**src/rtl/fwd_hazard_unit.sv**
```systemverilog
// fwd_hazard_unit: operand forwarding select and load-use stall generation.
// Tracks in-flight register writes in a FWD_DEPTH-entry shift register, each
// entry carrying a countdown until its result can be forwarded.
// Optional build macro: FWD_PERF_CNT_EN adds stall / forward event counters.
module fwd_hazard_unit #(
   parameter int unsigned REG_LOGSIZE = 5,
   parameter int unsigned NUM_SRC     = 2,
   parameter int unsigned FWD_DEPTH   = 2,
   parameter int unsigned SEL_W       = $clog2(FWD_DEPTH + 1)
) (
   input  logic                           clk,
   input  logic                           rst_n,
   input  logic                           id_valid,
   input  logic                           id_regwrite,
   input  logic [REG_LOGSIZE-1:0]         id_rd,
   input  logic [SEL_W-1:0]               id_lat,
   input  logic [NUM_SRC*REG_LOGSIZE-1:0] id_src,
   input  logic                           flush,
   input  logic                           hold,
`ifdef FWD_PERF_CNT_EN
   output logic [31:0]                    perf_stall_cnt,
   output logic [31:0]                    perf_fwd_cnt,
`endif
   output logic [NUM_SRC*SEL_W-1:0]       sel,
   output logic                           stall
);

   logic                   ent_valid [FWD_DEPTH];
   logic [REG_LOGSIZE-1:0] ent_rd    [FWD_DEPTH];
   logic [SEL_W-1:0]       ent_cnt   [FWD_DEPTH];

   logic [NUM_SRC-1:0]     unready;
   logic [REG_LOGSIZE-1:0] src;
   logic                   found;
   logic                   push;
   logic [SEL_W-1:0]       lat_clip;

   // Per-operand select: youngest matching entry wins; unready match forces sel 0
   always_comb begin
      sel     = '0;
      unready = '0;
      src     = '0;
      found   = 1'b0;
      for (int unsigned i = 0; i < NUM_SRC; i++) begin
         src   = id_src[i*REG_LOGSIZE +: REG_LOGSIZE];
         found = 1'b0;
         if (src != '0) begin
            for (int unsigned k = 0; k < FWD_DEPTH; k++) begin
               if (!found && ent_valid[k] && (ent_rd[k] == src)) begin
                  found = 1'b1;
                  if (ent_cnt[k] == '0)
                     sel[i*SEL_W +: SEL_W] = SEL_W'(k + 1);
                  else
                     unready[i] = 1'b1;
               end
            end
         end
      end
   end

   // Stall and entry-0 load qualification; flush overrides stall
   always_comb begin
      stall    = id_valid && !flush && (|unready);
      push     = id_valid && id_regwrite && (id_rd != '0) && !stall && !flush;
      lat_clip = (id_lat > SEL_W'(FWD_DEPTH - 1)) ? SEL_W'(FWD_DEPTH - 1) : id_lat;
   end

   // Tracking shift register: shift and count down unless frozen by hold
   always_ff @(posedge clk or negedge rst_n) begin
      if (!rst_n) begin
         for (int unsigned k = 0; k < FWD_DEPTH; k++) begin
            ent_valid[k] <= 1'b0;
            ent_rd[k]    <= '0;
            ent_cnt[k]   <= '0;
         end
      end else if (!hold) begin
         for (int unsigned k = 1; k < FWD_DEPTH; k++) begin
            ent_valid[k] <= ent_valid[k-1];
            ent_rd[k]    <= ent_rd[k-1];
            ent_cnt[k]   <= (ent_cnt[k-1] != '0) ? ent_cnt[k-1] - SEL_W'(1) : '0;
         end
         ent_valid[0] <= push;
         ent_rd[0]    <= push ? id_rd : '0;
         ent_cnt[0]   <= push ? lat_clip : '0;
      end
   end

`ifdef FWD_PERF_CNT_EN
   // Event counters: stalled cycles and accepted issues that used a bypass
   always_ff @(posedge clk or negedge rst_n) begin
      if (!rst_n) begin
         perf_stall_cnt <= '0;
         perf_fwd_cnt   <= '0;
      end else if (!hold) begin
         if (stall)
            perf_stall_cnt <= perf_stall_cnt + 32'd1;
         if (id_valid && !stall && !flush && (sel != '0))
            perf_fwd_cnt <= perf_fwd_cnt + 32'd1;
      end
   end
`endif

endmodule

```
**config.mk**
```make
export PLATFORM = sky130hd
export DESIGN_NAME = fwd_hazard_unit
export DESIGN_NICKNAME = d
export VERILOG_FILES = /design/src/rtl/fwd_hazard_unit.sv
export SDC_FILE = /design/constraint.sdc
export NUM_CORES = 1
export LEC_CHECK = 0
export ABC_AREA = 1
export CORE_ASPECT_RATIO = 0.8
export CORE_UTILIZATION = 50
export DETAILED_ROUTE_END_ITERATION = 12
export GPL_TIMING_DRIVEN = 1
export PLACE_DENSITY_LB_ADDON = 0.05
export SLEW_MARGIN = 20
export SYNTH_ARGS = -nofsm -noshare
export SYNTH_HDL_FRONTEND = slang
export SYNTH_SLANG_ARGS = --single-unit
```
**constraint.sdc**
```tcl
create_clock -name clk -period 3.26 [get_ports clk]
set_input_delay 0.652 -clock clk [delete_from_list [all_inputs] [get_ports clk]]
set_output_delay 0.652 -clock clk [all_outputs]
set_load 0.02 [all_outputs]
```
# ---- Yosys cells after proc, flatten, opt, wreduce, memory -nomap -nowiden
# Index checks and enable logic that the tools add are counted.
# Widths: inputs -> output; s select.
dict set report word_totals {
  reg_bits 16
  latch_bits 0
  mem_bits_rw 0
  romBits 0
  in_bits 23
  out_inout_bits 5
  wordCells 61
  mem_count 0
}
dict set report op_classes {
  n_addsub 1
  mul 0
  div_mod_pow 0
  magnitude_cmp 1
  n_eq_ne 4
  shift 0
  muxes 26
  bitwise 0
  n_reduce_logical 23
}
# cell count
set op_table {}
lappend op_table {{$eq 5x5->1} 4}
lappend op_table {{$mux 2} 9}
lappend op_table {{$mux 1} 16}
lappend op_table {{$reduce_bool 5->1} 3}
lappend op_table {{$logic_and 1x1->1} 12}
lappend op_table {{$mux 5} 1}
lappend op_table {{$logic_not 1->1} 4}
lappend op_table {{$logic_not 2->1} 2}
lappend op_table {{$gt 2x1->1 const B} 1}
lappend op_table {{$reduce_bool 2->1} 1}
lappend op_table {{$reduce_or 2->1} 1}
lappend op_table {{$sub 2x1->2 const B} 1}

# ---- Depth between registers and ports, before layout
dict set report depth {
  depth_word 15
  mapped_depth 12
}

# ---- Worst setup path after synthesis
# Ideal clock, no wire load.
dict set report synth_path {
  kind {input port to output port}
  start {in id_src[0]}
  end {out sel[1]}
  t_arrival_ns 1.494
  required_ns 2.608
  path_slack_ns 1.114
  cell_stages 7
  path_buffers 0
  path_cell_list {inv_1 -> nand2_1 -> nand3_1 -> clkinv_1 -> nand3_1 -> nand4_1 -> nor3_1}
}
dict set report synth_between {
  elab_chain_len 9
  word_cells_on_any_way 11
}
# element line
set synth_rtl {}
lappend synth_rtl {{start, declared} 17} ;# input logic [NUM_SRC*REG_LOGSIZE-1:0] id_src,
lappend synth_rtl {{$eq 5x5->1} 49} ;# if (!found && ent_valid[k] && (ent_rd[k] == src)) begin
lappend synth_rtl {{$logic_and 1x1->1} 49}
lappend synth_rtl {{$mux 1} 49}
lappend synth_rtl {{$mux 1} 47} ;# if (src != '0) begin
lappend synth_rtl {{$logic_not 1->1} 49}
lappend synth_rtl {{$logic_and 1x1->1 (2 in series)} 49}
lappend synth_rtl {{$mux 2} 49}
lappend synth_rtl {{$mux 2 *} 47}
lappend synth_rtl {{end, declared} 24} ;# output logic [NUM_SRC*SEL_W-1:0] sel,
# Every way passes the cells marked *; elsewhere a longest branch is shown, timed or not. The select of a mux whose other input is x is not followed.

# ---- Worst setup path in the final report
dict set report layout_path {
  start {in id_src[9]}
  end {out sel[3]}
}
# Same word-level chain as after synthesis.

==> flow_summary.rst <==
.. list-table::
   :header-rows: 1

   * - Metric
     - Value
   * - Synthesized netlist net count
     - between 200 and 250
   * - Data arrival time at the worst-slack endpoint
     - ~2.5 ns
   * - Routed WL
     - around 3000 µm
   * - Dominant cell by count in the synthesized netlist
     - sky130_fd_sc_hd__nand2_1
   * - Final weighted congestion in routability-driven placement
     - roughly 0.96
   * - Required @ worst endpoint
     - between 2 and 3 ns
   * - Category of the worst setup path launch point
     - input pin
   * - Vert. Die Dim
     - 44.8 µm
   * - Global-route wire length before repair
     - 4870 µm
   * - Antenna Nets Post-Route
     - 0
   * - Worst-Skew Late Latency
     - roughly 0.30 ns
   * - Signed area change from the synthesized netlist to the final layout
     - 31.2%
   * - Bufs on Longest Clock Path
     - 2
   * - Maximum clock skew at final layout
     - 0.00726 ns
   * - Die Wd
     - ~56 µm
   * - CTS clock-pin slew for the worst setup and hold paths
     - 0.11 ns
   * - TritonCTS clock tree
     - done
   * - Maximum ir drop on the vdd rail
     - roughly 0.23 mV
   * - Detailed Routing Iterations Pass 1
     - 4
   * - Final setup violation count
     - 0
   * - Commonest cells in the netlist
     - sky130_fd_sc_hd__nand2_1 (70), sky130_fd_sc_hd__inv_1 (20), sky130_fd_sc_hd__nor2_1 (18)
   * - Area fraction of the dominant cell type after synthesis
     - 34.9%
   * - Post-CTS Hold Buffers
     - 0
   * - Layout filler cell count
     - 195
   * - Mean instance size in the synthesized netlist
     - about 6.3 µm²
   * - Kind of end point of the critical path
     - primary output
   * - Area of the die
     - between 0.002 and 0.0025 mm²
   * - Setup repair after global routing missed its margin
     - no
   * - Total clock sinks
     - 16
   * - Static Leak
     - ~0.00085 µW
   * - Vias in the first global route
     - approximately 1,100
   * - Average wire length per cell after detail routing
     - between 10 and 15 µm
   * - Post-route clock period utilization
     - 96.3%
   * - DRC
     - 0
   * - Hold Slack
     - 0.489 ns
   * - Critical Setup Path Class
     - in2out
   * - Layout Cells excl Fill
     - 239
   * - Post-synth EDFFs
     - 0
   * - Area taken by flip-flops and latches
     - 400 µm²
   * - Post-CTS setup repair buffer count
     - 0
   * - Starting density of the core
     - a little over half
   * - Cells after synthesis
     - 182
   * - Netlist area before placement
     - about 0.0011 mm²
   * - Final-report hold violation count
     - 0
   * - Root buffer cell
     - sky130_fd_sc_hd__clkbuf_4
   * - Fin Setup TNS
     - 0 ns
   * - Core Box Area
     - 0.00216 mm²
   * - Max-slew headroom at the worst pin
     - roughly half
   * - Total of max-cap violations
     - 0
   * - Vias per cell
     - ~5.2
   * - Gr usage total
     - between 20% and 30%
   * - Row Count
     - 15
   * - Layout cells sized above 1
     - approximately an eighth
   * - NumNets Final
     - about 240
   * - Post-layout min period
     - 3.14 ns
   * - I/O pin count
     - 28
   * - Quantity of I/O buffers inserted on ports
     - 27
   * - Antenna violations before repair
     - 0
   * - Antenna Diode Count
     - 0
   * - Initial DRC count
     - 47
   * - Maximum net fanout on the critical path
     - 4
   * - Tightest Pin Transition
     - 0.735 ns
   * - Cells after DPL
     - 235
   * - Pin count of the biggest net entering global routing
     - 23
   * - Timing-limited maximum frequency
     - 319 MHz
   * - CTS Buf Count
     - 3
   * - Sequential cell area fraction in the yosys report
     - between 30% and 40%
   * - Prevailing post-synth register cell
     - sky130_fd_sc_hd__dfrtp_1
   * - Area occupied by multi-input gates
     - ~630 µm²
   * - H-tree depth
     - 1
   * - Cell type with the largest total area after synthesis
     - sky130_fd_sc_hd__dfrtp_1
   * - Final HPWL DP
     - approximately 2400 µm
   * - Power per standard cell area
     - 298 mW/mm²
   * - Via total after detailed routing
     - ~1,200
   * - Hold/Removal Path Class
     - reg2reg
   * - Aggregate global routing overflow
     - 0
   * - Leading post-synthesis cells by cell area
     - sky130_fd_sc_hd__dfrtp_1 (35%), sky130_fd_sc_hd__nand2_1 (23%), sky130_fd_sc_hd__inv_1 (6.6%)
   * - Final count of pins violating max slew
     - 0
   * - Flops & latches, synth
     - 16
   * - Distinct cell type count after synthesis
     - 21
   * - Proportion of synthesized flip-flops having asynchronous set or reset
     - between 90% and 100%
   * - Number of warnings reported in the yosys synthesis log
     - 0
   * - Result of the run
     - finished clean
==> critical path, cell delays in order <==
cell                              delay, ns
sky130_fd_sc_hd__clkdlybuf4s50_1       0.54
sky130_fd_sc_hd__inv_2                 0.05
sky130_fd_sc_hd__nand2_1               0.05
sky130_fd_sc_hd__nand2_1               0.04
sky130_fd_sc_hd__nor2_1                0.20
sky130_fd_sc_hd__nand3_1               0.11
sky130_fd_sc_hd__nor3_1                0.20
sky130_fd_sc_hd__clkdlybuf4s50_1       0.63
==> flip-flops by register name, indices dropped and copies added (netlist names) <==
register / flops
ent_cnt: 4
ent_rd: 10
ent_valid: 2
==> layout make-up <==
class / instances / area share (%)
Multi-Input combinational cell: 135 / 41.8
Clock buffer: 4 / 2.41
Timing Repair Buffer: 30 / 19.8
Sequential cell: 16 / 26.6
Tap cell: 25 / 2.08
Inverter: 29 / 7.24
==> cell usage in the layout (no fill, tap or decap), drive strengths merged <==
master         count
nand3             13
clkinv             1
dlymetal6s2s       2
clkbuf             4
buf                3
nor3               6
o21ai             11
nand2             73
nand3b             1
inv               28
nor2              23
clkdlybuf4s50     25
dfrtp             16
nand4              6
or2                1
xor2               1
==> report_power, final <==
group / total, µW / leakage [µW] / switching, µW / internal [µW]
Sequential: 213 / 0.000220 / 7.21 / 206
Combinational: 95.4 / 0.000609 / 51.6 / 43.7
Clock: 139 / 0.0000210 / 71.2 / 68.1
Total: 447 / 0.000850 / 130 / 317
==> metal layers <==
layer	vias up	track usage (%)	routed length (µm)
met5	-	0	0
met2	43	47.2	1360
met4	0	10.0	69
met3	9	5.44	172
li1	629	-	-
met1	557	30.6	1310
==> final timing paths <==
path / from / endpoint / slack, ns / cells after the start
max: id_src[9] / sel[3] / 0.12 / 8
min: ent_cnt[1] / ent_cnt[1] / 0.49 / 2
max reg2reg: ent_rd[3] / ent_cnt[2] / 1.61 / 11
min reg2reg: ent_cnt[1] / ent_cnt[1] / 0.49 / 2
max in group asynchronous: rst_n / ent_rd[3] / 2.02 / 1
min in group asynchronous: rst_n / ent_rd[0] / 0.78 / 1
==> through the flow <==
| step | cell area (µm²) | util (%) | power (µW) | setup slack (ns) |
|---|---|---|---|---|
| after floorplan | 1150 | - | 261 | 1.11 |
| after global placement | 1460 | 67.8 | 309 | 0.0710 |
| after detailed placement | 1460 | 67.8 | 311 | 0.0432 |
| after CTS | 1500 | 69.4 | 451 | 0.00444 |
| after global routing | 1500 | 69.7 | 467 | 0.0224 |
| final | 1500 | 69.7 | 447 | 0.121 |
==> repair_timing <==
| action | 4_1_cts | 5_1_grt |
|---|---|---|
| setup endpoints to repair | 0 | 2 |
| gates resized for setup | 0 | 2 |
| hold endpoints to repair | 0 | 0 |
==> logic make-up (layout without fill, tap and decap cells) <==
family / count (synthesis) / count (layout) / synth area share, %
simple gates: 123 / 123 / 49.3
buf+inv: 31 / 63 / 10.2
xor+xnor: 1 / 1 / 0.764
compound gates: 11 / 11 / 4.80
flops: 16 / 16 / 34.9
Note: power is estimated with default switching activity, not from simulation.
